<file path="config.mk">
export PLATFORM = sky130hd
export DESIGN_NAME = fetch_ctrl
export DESIGN_NICKNAME = d
export VERILOG_FILES = /design/src/rtl/fetch_ctrl.sv
export SDC_FILE = /design/constraint.sdc
export NUM_CORES = 1
export LEC_CHECK = 0
export CORE_MARGIN = 5
export CORE_UTILIZATION = 48
export CTS_CLUSTER_DIAMETER = 50
export CTS_CLUSTER_SIZE = 8
export DETAILED_ROUTE_END_ITERATION = 8
export GPL_ROUTABILITY_DRIVEN = 0
export PLACE_DENSITY_LB_ADDON = 0.25
export SKIP_CTS_REPAIR_TIMING = 1
export SLEW_MARGIN = 20
export SYNTH_ARGS = -nofsm -noshare
export SYNTH_HDL_FRONTEND = slang
export SYNTH_SLANG_ARGS = --single-unit
</file>
<file path="constraint.sdc">
create_clock -name clk -period 3.6 [get_ports clk]
set_input_delay 0.36 -clock clk [delete_from_list [all_inputs] [get_ports clk]]
set_output_delay 0.36 -clock clk [all_outputs]
set_load 0.005 [all_outputs]
</file>
<file path="src/rtl/fetch_ctrl.sv">
// -----------------------------------------------------------------------------
// fetch_ctrl
//   Instruction fetch sequencer. Owns the PC, reads a combinational-read
//   instruction memory and presents one registered instruction per cycle to
//   the decode stage over a valid/ready handshake. Supports stall, redirect
//   with flush, halt/drain, and counts accepted instructions.
//
// Ports
//   clk             in   1       clock, all state on rising edge
//   rst             in   1       synchronous reset, active-high
//   imem_addr       out  ADDR_W  word index to instruction memory (= pc)
//   imem_inst       in   32      instruction word at imem_addr, same cycle
//   redirect_valid  in   1       branch/jump taken or restart request
//   redirect_pc     in   ADDR_W  target word index for redirect
//   halt_req        in   1       external request to stop fetching
//   if_valid        out  1       if_inst/if_pc hold a valid instruction
//   if_inst         out  32      registered instruction to decode
//   if_pc           out  ADDR_W  word index of if_inst
//   if_ready        in   1       decode accepts when if_valid && if_ready
//   halted          out  1       fetch is stopped and drained
//   fetch_count     out  32      number of accepted instructions
// -----------------------------------------------------------------------------
module fetch_ctrl #(
  parameter int                ADDR_W    = 10,
  parameter logic [ADDR_W-1:0] RESET_PC  = {ADDR_W{1'b0}},
  parameter logic [31:0]       HALT_INST = 32'h0000000C
) (
  input  logic              clk,
  input  logic              rst,
  output logic [ADDR_W-1:0] imem_addr,
  input  logic [31:0]       imem_inst,
  input  logic              redirect_valid,
  input  logic [ADDR_W-1:0] redirect_pc,
  input  logic              halt_req,
  output logic              if_valid,
  output logic [31:0]       if_inst,
  output logic [ADDR_W-1:0] if_pc,
  input  logic              if_ready,
  output logic              halted,
  output logic [31:0]       fetch_count
);

  localparam logic [1:0] RUN    = 2'd0;
  localparam logic [1:0] DRAIN  = 2'd1;
  localparam logic [1:0] HALTED = 2'd2;

  localparam logic [ADDR_W-1:0] PC_ONE = {{(ADDR_W-1){1'b0}}, 1'b1};

  logic [ADDR_W-1:0] pc_r;
  logic [1:0]        state_r;

  logic [ADDR_W-1:0] pc_next_s;
  logic [1:0]        state_next_s;
  logic              valid_next_s;
  logic              load_s;
  logic              accept_s;
  logic              free_s;

  // Memory is addressed directly by the PC; the word comes back the same cycle.
  assign imem_addr = pc_r;

  // Next-state decode: redirect beats halt_req, which beats HALT_INST detection.
  always_comb begin
    accept_s     = if_valid && if_ready;
    free_s       = !if_valid || if_ready;
    pc_next_s    = pc_r;
    state_next_s = state_r;
    // Without a new load, the output word survives only if decode did not take it.
    valid_next_s = if_valid && !if_ready;
    load_s       = 1'b0;

    if (redirect_valid) begin
      // Flush: anything in the output register is dropped, even if accepted now.
      pc_next_s    = redirect_pc;
      valid_next_s = 1'b0;
      state_next_s = RUN;
    end else begin
      case (state_r)
        RUN: begin
          if (halt_req) begin
            state_next_s = DRAIN;
          end else if (free_s) begin
            load_s       = 1'b1;
            valid_next_s = 1'b1;
            pc_next_s    = pc_r + PC_ONE;
            // The halt word itself is still delivered; only later fetches stop.
            if (imem_inst == HALT_INST) begin
              state_next_s = DRAIN;
            end else begin
              state_next_s = RUN;
            end
          end else begin
            valid_next_s = 1'b1;
          end
        end
        DRAIN: begin
          if (free_s) begin
            state_next_s = HALTED;
            valid_next_s = 1'b0;
          end else begin
            state_next_s = DRAIN;
          end
        end
        HALTED: begin
          valid_next_s = 1'b0;
          state_next_s = HALTED;
        end
        default: begin
          valid_next_s = 1'b0;
          state_next_s = RUN;
        end
      endcase
    end
  end

  // State, PC and output registers; reset wins over every other input.
  always_ff @(posedge clk) begin
    if (rst) begin
      pc_r        <= RESET_PC;
      state_r     <= RUN;
      if_valid    <= 1'b0;
      if_inst     <= 32'h00000000;
      if_pc       <= {ADDR_W{1'b0}};
      fetch_count <= 32'h00000000;
      halted      <= 1'b0;
    end else begin
      pc_r     <= pc_next_s;
      state_r  <= state_next_s;
      if_valid <= valid_next_s;
      halted   <= (state_next_s == HALTED);
      if (load_s) begin
        if_inst <= imem_inst;
        if_pc   <= pc_r;
      end else begin
        if_inst <= if_inst;
        if_pc   <= if_pc;
      end
      // A handshake completed in a flush cycle still counts as delivered.
      if (accept_s) begin
        fetch_count <= fetch_count + 32'd1;
      end else begin
        fetch_count <= fetch_count;
      end
    end
  end

endmodule

</file>
[Word-level counts from Yosys, hierarchy flattened]
Index checks and enable logic that the tools add are counted.
Word-level totals
  bits in registers: 88
  bits in latches: 0
  memory bits (writable): 0
  bits in read-only memories: 0
  input port bits: 47
  output and inout bits: 86
  word-level logic and storage cells: 41
  memories kept: 0
Operators by class
  add/sub/neg operators: 2
  $mul: 0
  div/mod/pow operators: 0
  $lt $le $gt $ge: 0
  equal/unequal tests: 5
  shift-type cells: 0
  mux-type cells: 17
  bitwise gates (word level): 0
  reduce and logical (&&, ||, !) cells: 10
Operators with widths (number)
  $mux 10: 4
  $add 32x1->32 const B: 1
  $eq 32x4->1 const B: 1
  $add 10x1->10 const B: 1
  $mux 2: 4
  $mux 1: 7
  $pmux 2 s3: 1
  $eq 2x2->1 const B: 2
  $reduce_bool 2->1: 2
  $reduce_and 3->1: 1
  $eq 2x1->1 const B: 1
  $logic_and 1x1->1: 2
  $logic_not 1->1: 2
  $logic_not 2->1: 1
  $ne 2x2->1 const B: 1
  $pmux 1 s2: 1
  $reduce_or 2->1: 1
  $logic_or 1x1->1: 1

[Longest topological paths before layout]
Gate-level depths: netlist (run 1).
  depth after elaboration: 7
  mapped depth: 7
  gate-level depth less buffers: 5

[Worst setup path after synthesis (run 1)]
Ideal clock, no wire load.
  path type: flip-flop to flip-flop
  from: reg fetch_count[2]
  to: reg fetch_count[31]
  library setup time: 0.121 ns
  arrival time: 1.839 ns
  data required time: 3.479 ns
  setup slack: 1.640 ns
  cell stages (with the launch flop): 6
  path buffers: 1
  clock period less this slack: 1.960 ns
  cell sequence: dfxtp_1 > nand3_2 > or4_1 > clkbuf_1 > nor4_1 > mux2_2
On the way
  cells in the longest elaborated chain, start to end: 1
RTL lines
  start, declared: RTL line 40  | output logic [31:0] fetch_count
  start signal, assigned: RTL line 140  | fetch_count <= fetch_count + 32'd1;
  start signal, assigned: RTL line 142  | fetch_count <= fetch_count;
  $add 32x1->32: RTL line 140
Every way passes these cells.
A chain may end at the register's enable or synchronous reset.

[Worst setup path after layout (run 1)]
  from: in if_ready
  to: reg fetch_count[31]
On the way
  cells in the longest elaborated chain, start to end: 1
RTL lines
  start, declared: RTL line 38  | input logic if_ready,
  $logic_and 1x1->1: RTL line 64  | accept_s = if_valid && if_ready;
Every way passes these cells.

==> results of run 1 <==
## cells in the mapped netlist (all sizes together), types with 7 or more instances
cell type / n / area, um2
a21oi: 23 / 115
buf: 7 / 40.0
clkbuf: 16 / 60.1
dfxtp: 88 / 1760
inv: 11 / 41.3
mux2i: 42 / 420
nand2: 15 / 56.3
nand3: 15 / 80.1
nand4: 9 / 56.3
nor2: 62 / 233
nor3: 10 / 55.1
nor4: 10 / 62.6
o21ai: 8 / 40.0
o31ai: 17 / 128
or3: 8 / 50.1
or4: 20 / 154
xnor2: 10 / 87.6
## state kept, by name, summed over array words and instances (netlist names)
register,count
fetch_count,32
if_pc,10
state_r,2
imem_addr,10
if_valid,1
halted,1
if_inst,32
## worst reg2reg max path: cells and delay by family (launching register included)
kind / cells / cell delay (ns)
AO/OA/AOI/OAI: 1 / 0.16
flip-flops: 1 / 0.45
AND/OR/NAND/NOR: 3 / 1.60
## path summary, 6_finish.rpt
path	from	to	slack, ns	cells after the start
worst max register to register	fetch_count[11]$_SDFFE_PP0P_	fetch_count[25]$_SDFFE_PP0P_	1.31	4
worst min-delay path	if_pc[3]$_SDFFE_PP0P_	if_pc[3]$_SDFFE_PP0P_	0.50	2
worst max-delay path	if_ready	fetch_count[31]$_SDFFE_PP0P_	1.23	5
worst min register to register	if_pc[3]$_SDFFE_PP0P_	if_pc[3]$_SDFFE_PP0P_	0.50	2
## metrics by stage
step	total power [mW]	instances	hold WS, ns	utilization	cell area [um2]
6_report	1.97	637	0.495	0.696	5320
5_1_grt	2.05	637	0.529	0.696	5320
3_3_place_gp	1.28	621	0.471	0.669	5110
2_1_floorplan	1.15	406	0.439	-	3720
4_1_cts	1.98	637	0.500	0.695	5320
3_5_place_dp	1.29	621	0.479	0.669	5110
## cell type report
cell class              count  area [um2]  share of cell area
clock buffers              10         138              0.0259
well taps                 102         128              0.0240
flip-flops and latches     88        1760               0.331
clock inverters             6        67.6              0.0127
repair buffers            136        1360               0.256
multi-input cells         283        1820               0.342
inverters                  12        45.0             0.00847
## per-layer routing
metal  GRT usage  vias to the layer above  part of all wire
met1       0.237                     1598              0.42
met4      0.0682                        0             0.021
li1            -                     1714                 -
met5           0                        -                 0
met3      0.0686                       16             0.077
met2       0.326                       98              0.48
## kinds of logic after synthesis
| kind of cell | count (synthesis) | share of synthesized area |
|---|---|---|
| simple gates | 164 | 0.230 |
| mux | 43 | 0.116 |
| compound gates | 59 | 0.100 |
| xor+xnor | 15 | 0.0353 |
| fa+ha+maj | 2 | 0.00672 |
| flops | 88 | 0.473 |
| buf+inv | 35 | 0.0390 |
## report_power, final
group | internal [mW] | switching (mW) | total, mW
combinational | 0.140 | 0.0934 | 0.234
sequential | 1.00 | 0.0264 | 1.03
clock | 0.342 | 0.360 | 0.702
==> results.toml, run 1 <==
[timing]
finalSetupViolCount = 0
period_needed_ns = 2.37
rsz0062_at_grt = "false"
slew_viol_final = 0
worst_slack_ns = 1.23
clock_skew_ns = 0.0141
timing.final.crit_share = 0.659
fin_tns_setup_ns = 0
hold_viol_final = 0
worst_pin_slew_ns = 0.624
slew_headroom = 0.584
clock.fmax_ghz = 0.421

[synth]
synth_area_um2 = 3720
synthArstFlopShare = 0
synth_edf_count = 0
yosysSeqAreaShare = 0.473
postSynthCellCount = 406
ys.flop_type = "dfxtp_1"
synth_warnings = 0
synth_nets = 455
avgSynthCellArea_um2 = 9.17
ys_seq_elements = 88
ys_types = 39

[status]
status = "finished, final reports clean"

[grt]
grt_antenna_before_repair = 0
track_usage = 0.197
grt_pass1_vias = 3384
grt_max_degree = 61
gr-total-overflow = 0
grt_pass1_wl_mm = 15.8

[cells_and_area]
area_growth_syn_to_layout_pct = 42.8
nets = 579
layout_commonest_cell = "clkdlybuf4s50_1"
insertedDiodeCount = 0
drive_above_1_share = 0.0561
layout_common_cells = "131 x clkdlybuf4s50_1, 88 x dfxtp_1, 62 x nor2_1, 42 x mux2i_1, 23 x a21oi_1"
num-fill-cells = 607

[route]
routedWlPerCell_um = 15.0
first_pass_iters = 7
vias = 3426
ant_nets = 0
drt-total-wl_mm = 9.54
drc = 0
route.detailed.vias_per_inst = 5.38
drt_iter0_drc = 88

[cts]
cts_root_buf = "clkbuf_8"
cts_tree = "built"
htreeDepth = 3
clock_latency_ns = 0.35
clock-sinks = 88
clk_pin_slew_ns = 0.10
clockBufferDepth = 2
cts_made_buffers = 9

[critical_path]
endpoint_kind = "flop"
path_delay_family = "simple AND/OR/NAND/NOR gates"
worst-path-buf-inv = 1
cp_data_required_time_ns = 3.85
cp.arrival_ns = 2.62
worstSetupPathType = "input pin to flop"
cpMaxStageDelayCell = "or4_1"
start_kind = "input pin"
max_stage_delay_ns = 0.74
worst-path-max-fanout = 21
crit_chain = "clkdlybuf4s50_1, nand4_1, or4_1, nor4_1, mux2_2"

[die]
ioPinCount = 133
dieArea_um2 = 9620
fp.dieH_um = 98.1
start_util = 0.487
die_x_um = 98.1
fp.coreArea_um2 = 7650
core.rowCount = 32

[job]
maxCapViolations = 0

[place]
pre_cts_ws_ns = 0.856
io_buffers = 132
dp_hpwl_mm = 6.97

[power_and_ir_drop]
p_per_area_nw_per_um2 = 370
p_leak_nw = 1.76
irDropWorstVdd_uv = 196

[min_path]
hold_class = "flop to flop"
Power figures use the tool's default switching activity.
==> run 2: changes to the inputs <==
- CORE_UTILIZATION: 48 -> 45
- clock period: 3.6 -> 2.3 ns (I/O delays scaled with it)
==> results.toml, run 2 (synthesized netlist as in run 1, its figures left out) <==
[cells_and_area]
insertedDiodeCount = 0
num-fill-cells = 659
multi_input_area_um2 = 1820
seqCellArea_um2 = 1760
nets = 589
area_growth_syn_to_layout_pct = 45.4
layout_common_cells = "131 x clkdlybuf4s50_1, 88 x dfxtp_1, 62 x nor2_1, 42 x mux2i_1, 23 x a21oi_1"
reg_top3 = "fetch_count x32, if_inst x32"
drive_above_1_share = 0.0718
layout_commonest_cell = "clkdlybuf4s50_1"
final_util = 0.666

[die]
fp.dieH_um = 101
core.rowCount = 33
start_util = 0.458
dieArea_um2 = 10200
ioPinCount = 133
die_x_um = 101
fp.coreArea_um2 = 8130

[grt]
use_met1 = 0.247
use_met3 = 0.0851
gr-total-overflow = 0
grt_max_degree = 43
grt_pass1_wl_mm = 16.4
grt_antenna_before_repair = 0
busiest_layer = "met2"
track_usage = 0.199
met2_usage = 0.314
grt_pass1_vias = 3437

[timing]
worst_pin_slew_ns = 0.634
period_needed_ns = 2.13
clock_skew_ns = 0.0102
slew_headroom = 0.577
timing.final.crit_share = 0.926
slew_viol_final = 0
rsz0062_at_grt = "false"
clock.fmax_ghz = 0.470
finalSetupViolCount = 0
fin_tns_setup_ns = 0
whs_ns = 0.382
hold_viol_final = 0

[route]
drc = 0
ant_nets = 0
first_pass_iters = 4
route.detailed.vias_per_inst = 5.37
vias = 3482
routedWlPerCell_um = 15.2
drt-total-wl_mm = 9.85
drt_iter0_drc = 90

[cts]
clk_pin_slew_ns = 0.08
cts_root_buf = "clkbuf_8"
clock_latency_ns = 0.35
clock-sinks = 88
cts_made_buffers = 9
htreeDepth = 3
cts_tree = "built"
clockBufferDepth = 2

[critical_path]
start_kind = "flop"
endpoint_kind = "flop"
cp_data_required_time_ns = 2.58
cp.arrival_ns = 2.41
worstSetupPathType = "flop to flop"
worst-path-max-fanout = 17

[place]
io_buffers = 132
dp_hpwl_mm = 7.23

[power_and_ir_drop]
clkPwrFrac = 0.366
combPwrFrac = 0.119
total_power_mw = 3.14
seq_power_share = 0.514
swShare = 0.227
irDropWorstVdd_uv = 345
p_int_mw = 2.43
p_per_area_nw_per_um2 = 579
p_leak_nw = 1.82
switchingPower_mw = 0.712

[min_path]
hold_class = "input pin to flop"

[job]
maxCapViolations = 0

[status]
status = "finished, final reports clean"
==> run 2: power groups by stage <==
stage          logic [mW]  clock network [mW]  registers, mW
2_1_floorplan       0.146                   0           1.65
3_3_place_gp        0.372                   0           1.65
3_5_place_dp        0.378                   0           1.65
4_1_cts             0.379                1.17           1.61
5_1_grt             0.410                1.25           1.62
6_report            0.375                1.15           1.61
==> run 2: metal layers <==
| metal | wire [um] | vias up | share of wire |
|---|---|---|---|
| met2 | 4540 | 106 | 0.46 |
| li1 | - | 1739 | - |
| met4 | 121 | 0 | 0.012 |
| met3 | 960 | 9 | 0.097 |
| met1 | 4220 | 1628 | 0.43 |
| met5 | 0 | - | 0 |
==> run 2: layout make-up <==
cell class / instances / area share
repair buffers: 146 / 0.267
clock buffers: 10 / 0.0254
well taps: 105 / 0.0243
clock inverters: 4 / 0.0129
inverters: 12 / 0.00832
multi-input cells: 283 / 0.337
flip-flops and latches: 88 / 0.325
==> run 2: metrics by stage <==
step           setup slack (ns)  cells  cell area, um2
5_1_grt                  0.0618    648            5420
4_1_cts                   0.144    648            5410
2_1_floorplan             0.340    406            3720
6_report                  0.170    648            5420
3_3_place_gp              0.111    634            5200
3_5_place_dp             0.0491    634            5200
==> run 2: final timing paths <==
path	startpoint	endpoint	slack, ns	cells past startpoint
worst max-delay path	fetch_count[2]$_SDFFE_PP0P_	fetch_count[25]$_SDFFE_PP0P_	0.17	5
worst min-delay path	rst	if_pc[0]$_SDFFE_PP0P_	0.38	2
worst max register to register	fetch_count[2]$_SDFFE_PP0P_	fetch_count[25]$_SDFFE_PP0P_	0.17	5
worst min register to register	if_pc[0]$_SDFFE_PP0P_	if_pc[0]$_SDFFE_PP0P_	0.50	2
==> run 2: critical path, cell delays in order, from the launching register on <==
cell     delay [ns]
dfxtp_1        0.43
nand3_2        0.19
or4_1          0.64
buf_4          0.23
or4_1          0.41
a21oi_1        0.16
